--- config.mk ---
export PLATFORM = sky130hd
export DESIGN_NAME = id_ex_issue
export DESIGN_NICKNAME = d
export VERILOG_FILES = /design/src/rtl/id_ex_issue.sv
export SDC_FILE = /design/constraint.sdc
export NUM_CORES = 1
export LEC_CHECK = 0
export ABC_AREA = 1
export CAP_MARGIN = 20
export CORE_AREA = 5 5 107 150
export CTS_BUF_LIST = sky130_fd_sc_hd__clkbuf_16
export CTS_CLUSTER_SIZE = 40
export DETAILED_ROUTE_END_ITERATION = 6
export DIE_AREA = 0 0 112 155
export PLACE_DENSITY = 0.85
export RECOVER_POWER = 100
export SYNTH_ARGS = -nofsm -noshare
export SYNTH_HDL_FRONTEND = slang
export SYNTH_SLANG_ARGS = --single-unit
--- constraint.sdc ---
create_clock -name clk -period 3.6 [get_ports clk]
set_clock_uncertainty 0.15 [all_clocks]
set_input_delay 1.08 -clock clk [delete_from_list [all_inputs] [get_ports clk]]
set_output_delay 1.08 -clock clk [all_outputs]
set_load 0.01 [all_outputs]
--- src/rtl/id_ex_issue.sv ---
// ID->EX issue register: decodes a MIPS instruction into ALU select/control,
// forwards rs/rt from MEM/WB, builds operand B and registers it all for EX.
module id_ex_issue #(
  parameter int DATA_W = 32,
  parameter bit FWD_EN = 1'b1
) (
  input  logic              clk,
  input  logic              reset_n,
  input  logic              ID_valid,
  input  logic [31:0]       ID_instr,
  input  logic [DATA_W-1:0] ID_rd1,
  input  logic [DATA_W-1:0] ID_rd2,
  input  logic              EX_stall,
  input  logic              EX_flush,
  input  logic              MEM_wr_en,
  input  logic [4:0]        MEM_wr_reg,
  input  logic [DATA_W-1:0] MEM_wr_data,
  input  logic              WB_wr_en,
  input  logic [4:0]        WB_wr_reg,
  input  logic [DATA_W-1:0] WB_wr_data,
  output logic              EX_valid,
  output logic [DATA_W-1:0] EX_rd1,
  output logic [DATA_W-1:0] EX_alu_in2,
  output logic [2:0]        EX_alu_select,
  output logic [DATA_W-1:0] EX_rt_data,
  output logic [4:0]        EX_dest_reg,
  output logic              EX_reg_write,
  output logic [1:0]        EX_mem_op,
  output logic [1:0]        EX_branch,
  output logic              EX_illegal
);

  localparam logic [2:0] SEL_AND = 3'b000, SEL_OR  = 3'b001, SEL_ADD = 3'b010,
                         SEL_SUB = 3'b110, SEL_SLT = 3'b111;

  typedef struct packed {
    logic              valid;
    logic [DATA_W-1:0] rd1;
    logic [DATA_W-1:0] in2;
    logic [DATA_W-1:0] rt;
    logic [2:0]        sel;
    logic [4:0]        dest;
    logic              rw;
    logic [1:0]        mem;
    logic [1:0]        br;
    logic              ill;
  } ex_t;

  ex_t ex_d, ex_q;

  logic [5:0]  op, funct;
  logic [4:0]  rs, rt, rd;
  logic [15:0] imm;
  assign op    = ID_instr[31:26];
  assign rs    = ID_instr[25:21];
  assign rt    = ID_instr[20:16];
  assign rd    = ID_instr[15:11];
  assign funct = ID_instr[5:0];
  assign imm   = ID_instr[15:0];

  // MEM is younger than WB, so it wins when both target the same register.
  function automatic logic [DATA_W-1:0] fwd(
    input logic [4:0] src, input logic [DATA_W-1:0] rf,
    input logic m_en, input logic [4:0] m_reg, input logic [DATA_W-1:0] m_data,
    input logic w_en, input logic [4:0] w_reg, input logic [DATA_W-1:0] w_data);
    if (!FWD_EN || src == 5'd0) return rf;
    if (m_en && m_reg == src)   return m_data;
    if (w_en && w_reg == src)   return w_data;
    return rf;
  endfunction

  logic [DATA_W-1:0] rs_val, rt_val, imm_s, imm_z;
  assign rs_val = fwd(rs, ID_rd1, MEM_wr_en, MEM_wr_reg, MEM_wr_data,
                      WB_wr_en, WB_wr_reg, WB_wr_data);
  assign rt_val = fwd(rt, ID_rd2, MEM_wr_en, MEM_wr_reg, MEM_wr_data,
                      WB_wr_en, WB_wr_reg, WB_wr_data);
  assign imm_s  = {{(DATA_W-16){imm[15]}}, imm};
  assign imm_z  = {{(DATA_W-16){1'b0}}, imm};

  always_comb begin
    ex_d       = '0;
    ex_d.valid = 1'b1;
    ex_d.rd1   = rs_val;
    ex_d.rt    = rt_val;
    ex_d.in2   = rt_val;
    ex_d.sel   = SEL_AND;
    unique case (op)
      6'h00: begin
        ex_d.dest = rd;
        ex_d.rw   = 1'b1;
        case (funct)
          6'h20, 6'h21: ex_d.sel = SEL_ADD;
          6'h22, 6'h23: ex_d.sel = SEL_SUB;
          6'h24:        ex_d.sel = SEL_AND;
          6'h25:        ex_d.sel = SEL_OR;
          6'h2A:        ex_d.sel = SEL_SLT;
          default: begin
            ex_d.ill  = 1'b1;
            ex_d.rw   = 1'b0;
            ex_d.dest = 5'd0;
          end
        endcase
      end
      6'h08, 6'h09: begin ex_d.sel = SEL_ADD; ex_d.in2 = imm_s; ex_d.dest = rt; ex_d.rw = 1'b1; end
      6'h0A:        begin ex_d.sel = SEL_SLT; ex_d.in2 = imm_s; ex_d.dest = rt; ex_d.rw = 1'b1; end
      6'h0C:        begin ex_d.sel = SEL_AND; ex_d.in2 = imm_z; ex_d.dest = rt; ex_d.rw = 1'b1; end
      6'h0D:        begin ex_d.sel = SEL_OR;  ex_d.in2 = imm_z; ex_d.dest = rt; ex_d.rw = 1'b1; end
      6'h23: begin
        ex_d.sel = SEL_ADD; ex_d.in2 = imm_s; ex_d.dest = rt; ex_d.rw = 1'b1; ex_d.mem = 2'b01;
      end
      6'h2B: begin ex_d.sel = SEL_ADD; ex_d.in2 = imm_s; ex_d.mem = 2'b10; end
      6'h04: begin ex_d.sel = SEL_SUB; ex_d.br = 2'b01; end
      6'h05: begin ex_d.sel = SEL_SUB; ex_d.br = 2'b10; end
      default: ex_d.ill = 1'b1;
    endcase
    // Writes to $0 are architecturally discarded.
    if (ex_d.dest == 5'd0) ex_d.rw = 1'b0;
  end

  always_ff @(posedge clk) begin
    if (!reset_n)       ex_q <= '0;
    else if (EX_flush)  ex_q <= '0;
    else if (EX_stall)  ex_q <= ex_q;
    else if (!ID_valid) ex_q <= '0;
    else                ex_q <= ex_d;
  end

  assign EX_valid      = ex_q.valid;
  assign EX_rd1        = ex_q.rd1;
  assign EX_alu_in2    = ex_q.in2;
  assign EX_alu_select = ex_q.sel;
  assign EX_rt_data    = ex_q.rt;
  assign EX_dest_reg   = ex_q.dest;
  assign EX_reg_write  = ex_q.rw;
  assign EX_mem_op     = ex_q.mem;
  assign EX_branch     = ex_q.br;
  assign EX_illegal    = ex_q.ill;

endmodule

==> Word-level counts from Yosys, hierarchy flattened <==
Cells that the tools add are included.
{ "word_totals": {"regBits": 111, "ramBits": 0, "in_bits": 177, "latchBits": 0, "romBits": 0, "wordCells": 84, "mem_count": 0} }
{ "classes": {"n_mul": 0, "add_sub_neg": 0, "n_lt_le_gt_ge": 0, "n_div": 0, "n_reduce_logical": 18, "n_eq_ne": 20, "shifts": 0, "mux": 35, "n_bitwise": 1} }
{ "op_table": {"columns": ["cell", "count"], "rows": [
  ["32-bit two-way mux", 12],
  ["111-bit two-way mux", 1],
  ["32-bit case mux with 2 select lines", 1],
  ["6-bit equality test (second input constant)", 9],
  ["6-bit by 4-bit equality test with 1-bit output (second input constant)", 5],
  ["5-bit equality test", 4],
  ["5-bit logical NOT", 3],
  ["3-bit case mux with 5 select lines", 1],
  ["1-bit two-way mux", 14],
  ["6-bit by 3-bit equality test with 1-bit output (second input constant)", 2],
  ["3-bit case mux with 4 select lines", 1],
  ["6-bit case mux with 2 select lines", 1],
  ["2-bit OR reduction", 5],
  ["9-bit OR reduction", 1],
  ["2-bit case mux with 2 select lines", 2],
  ["7-bit OR reduction", 1],
  ["6-bit logical NOT", 1],
  ["6-bit two-way mux", 1],
  ["6-bit OR reduction", 1],
  ["5-bit OR reduction", 1],
  ["1-bit logical AND", 4],
  ["4-bit OR reduction", 1],
  ["1-bit case mux with 2 select lines", 1],
  ["1-bit NOT", 1]
]} }

==> Depth between registers and ports, before layout <==
{ "depth": {"depth_word": 11, "depth_mapped": 13} }

==> Worst setup path after synthesis <==
No wires, ideal clock.
{ "synth_timing": {"kind": "input-to-reg", "startpoint": "input ID_instr[30]", "endpoint": "register ex_q (netlist bit EX_alu_in2[22])", "required_ns": 3.310, "stages": 11, "setup_slack_ns": 1.064, "t_arrival_ns": 2.245, "setup_ns": 0.140, "cell_sequence": "nor2_1 nand3_1 nand3_2 nor2_4 nand2_4 inv_4 nor2_2 nor3_4 buf_6 nand2_2 a21oi_2"} }
{ "synth_between": {"elab_chain_len": 4, "elab_cells_between_ends": 11, "classes_between": "7 x eq/ne; 2 x mux; 2 x reduce/logical"} }
{ "synth_rtl": {"columns": ["item", "line", "source"], "rows": [
  ["start, declared", "10", "input logic [31:0] ID_instr,"],
  ["6-bit equality test or 6-bit by 4-bit equality test with 1-bit output (tied branches)", "87", "unique case (op)"],
  ["5-bit OR reduction (no source line) or 2-bit OR reduction (tied branches)", null, null],
  ["32-bit case mux with 2 select lines (*)", "87", null],
  ["111-bit two-way mux (*)", "124", "else if (!ID_valid) ex_q <= '0;"],
  ["end signal, assigned", "123", "else if (EX_stall) ex_q <= ex_q;"],
  ["end, declared", "49", "ex_t ex_d, ex_q;"]
]} }
Mark *: on every way between the ends. The rest lies on a longest branch, timed or not.
A chain may end at the register's enable or synchronous reset.

==> Worst setup path after layout <==
{ "layout_timing": {"startpoint": "input ID_instr[30]", "endpoint": "register ex_q (netlist bit EX_reg_write)"} }
{ "layout_between": {"elab_chain_len": 6, "elab_cells_between_ends": 12, "classes_between": "6 x eq/ne; 3 x mux; 3 x reduce/logical"} }
{ "layout_rtl": {"columns": ["item", "line", "source"], "rows": [
  ["6-bit equality test or 6-bit by 4-bit equality test with 1-bit output (tied branches)", "87", null],
  ["6-bit OR reduction (no source line)", null, null],
  ["6-bit case mux with 2 select lines (*)", "87", null],
  ["5-bit logical NOT", "117", "if (ex_d.dest == 5'd0) ex_d.rw = 1'b0;"],
  ["1-bit two-way mux (*)", "117", null],
  ["111-bit two-way mux (*)", "124", null]
]} }
Marks and branches as above.

==> results.cfg <==
[clock_network]
cts_sinks = 111
cts_tree = yes
post-cts-setup-buffer-count = 0
clkTransAtPathRegs_ps = 80
hold_buffers = 0
cts_resized = 0
clk_latency_ps = 350
htreeDepth = 3
clockBufferDepth = 2
cts_root_buf = clkbuf_16
cts_buffers = 9

[critical_path]
crit_path_end_kind = register
cp.required_ps = 3740
crit_path_start_kind = primary input
arrival_ps = 3270
cp_max_fo = 7
slowest_stage = dlygate4sd3_1
crit_top_cell = nand3_1
cpPeakStageDelay_ps = 550
worstPathCellList = dlygate4sd3_1 -> nor2_1 -> nand3_1 -> nor3_1 -> clkbuf_1 -> nand3_1 -> nand2_1 -> nor2_1 -> nand3_1 -> nand2_1 -> a21oi_1
crit_start = ID_instr[30]
critical_path_buf_inv_count = 2
r2r-start = EX_rt_data[18]
worst-setup-path-type = primary input to register
critical_path.top_delay_family = simple AND/OR/NAND/NOR gates

[global_route]
grtUsageTotal_pct = 30.9
grt_pass1_vias = 8194
grt_max_degree = 65
antenna_found_initial = 2
grt_overflow = 0
grt_pass1_wl_um = 43100

[yosys]
synth.cell_area_um2 = 6710
synth-seq-area-share_pct = 33.1
yosys-mux-area-fraction_pct = 0
synth_compound_area_share_pct = 15.9
yosys.area_share.simple_pct = 40.5
synth_fp_nets = 1313
synth_cells = 1136
yosys.area_share.adder_pct = 0
synth_xor_area_share_pct = 0
syn_avg_cell_area_um2 = 5.90
ys_types = 28
ys_ff_latch = 111
yosys_warnings = 0
synth_top_family_by_area = simple AND/OR/NAND/NOR gates

[floorplan]
fp.dieH_um = 155
dieArea_um2 = 17400
coreArea_um2 = 14700
ioPinCount = 288
die_w_um = 112
rows = 53
initial_core_util_pct = 45.8

[finish]
drive_gt1_share_pct = 4.76
final_cell_mix = nand2_1 (345), clkdlybuf4s50_1 (171), nor2_1 (121), nand3_1 (117), a21oi_1 (116)
final_nets = 1558
post-route-util_pct = 68.6
area_growth_pct = 49.9
layout_commonest_cell = nand2_1

[drt]
remaining_drc_errors = 0
vias = 8478
drtIter0Drc = 508
wl_per_cell_um = 17.6
routed_wl_um = 27800
dr.pass1.iters = 5
vias_per_cell = 5.37
postRouteAntennaNets = 0

[timing]
min_period_over_period_pct = 87.0
rsz0062_at_grt = false
finalSetupViolCount = 0
finalMaxSlewViolations = 0
setup-tns-final_ps = 0
fin_crit_ps = 3130
max_freq_ghz = 0.319
tightestPinTransition_ps = 785
slew_headroom_pct = 47.6
hold_violations = 0

[placement]
gpl.final_weighted_congestion = 0.962
io_buffers = 287
dp_hpwl_um = 21100

[worst_hold_path]
hold_class = register to register
min_from = EX_rt_data[19]

[power_and_ir_drop]
p_leak_nw = 4.57
max-vdd-ir-drop_v = 0.000206
power_density_nw_per_um2 = 292

[job]
drv_cap = 0

[run_status]
status = complete, no violations
==> cell families after synthesis <==
| kind of cell | count (synthesis) |
|---|---|
| DFF | 111 |
| buffers and inverters | 181 |
| and+or+nand+nor | 641 |
| AOI/OAI and AO/OA | 203 |
==> power by group <==
group / total (W) / switching (W) / internal [W]
clock network: 0.000994 / 0.000508 / 0.000486
logic: 0.000679 / 0.000358 / 0.000321
registers: 0.00127 / 0.0000136 / 0.00125
total: 0.00294 / 0.000879 / 0.00206
==> worst paths after layout <==
path	to	slack, ps	cells after the start
min	EX_rt_data[19]	310	2
max	EX_reg_write	470	11
min reg2reg	EX_rt_data[19]	310	2
max reg2reg	EX_rt_data[18]	2710	2
==> worst min-delay path: stages, from the launching register on <==
cell     delay, ps
dfxtp_1        310
nand2_1         50
a21oi_1         50
==> synth_stat cells <==
cell | instances | area, um2
a21oi_1 | 110 | 551
a21oi_2 | 10 | 87.6
buf_1 | 3 | 11.3
buf_2 | 12 | 60.1
buf_6 | 1 | 11.3
clkbuf_1 | 60 | 225
dfxtp_1 | 111 | 2220
inv_1 | 97 | 364
inv_2 | 7 | 26.3
inv_4 | 1 | 6.26
nand2_1 | 346 | 1300
nand2_2 | 11 | 68.8
nand2_4 | 1 | 11.3
nand3_1 | 117 | 586
nand3_2 | 1 | 10.0
nand4_1 | 33 | 206
nor2_1 | 123 | 462
nor2_2 | 2 | 12.5
nor2_4 | 1 | 11.3
nor3_1 | 3 | 15.0
nor3_2 | 1 | 10.0
nor3_4 | 1 | 16.3
nor4_1 | 1 | 6.26
o2111ai_1 | 1 | 8.76
o21ai_0 | 65 | 325
o21ai_1 | 12 | 60.1
o21bai_1 | 1 | 7.51
o22ai_1 | 4 | 25.0
==> layer usage <==
layer  vias up  GRT usage (%)  part of all wire (%)
met5         -              0                 0.047
met2       398           55.3                    51
met3        96           7.16                   7.6
li1       4146              -                     -
met4         2           17.7                   6.3
met1      3836           33.2                    35
==> final cells by class <==
cell class	instances	area [um2]
timing repair buffer	310	3130
tap	192	240
sequential	111	2220
inverter	105	397
clock buffer	9	225
clock inverter	7	66.3
multi-input combinational	844	3760
antenna	1	2.50
fill	1286	4610
==> stage by stage <==
step | cells | total power (W) | setup slack (ps) | cell area, um2 | hold slack (ps)
finish | 1579 | 0.00294 | 467 | 10000 | 312
floorplan | 1136 | 0.00160 | 1060 | 6710 | 331
global placement | 1562 | 0.00198 | 339 | 9810 | 298
detailed placement | 1562 | 0.00198 | 313 | 9810 | 298
CTS | 1578 | 0.00296 | 665 | 10100 | 310
global route | 1579 | 0.00306 | 300 | 10000 | 330
(Power assumes the default switching activity.)
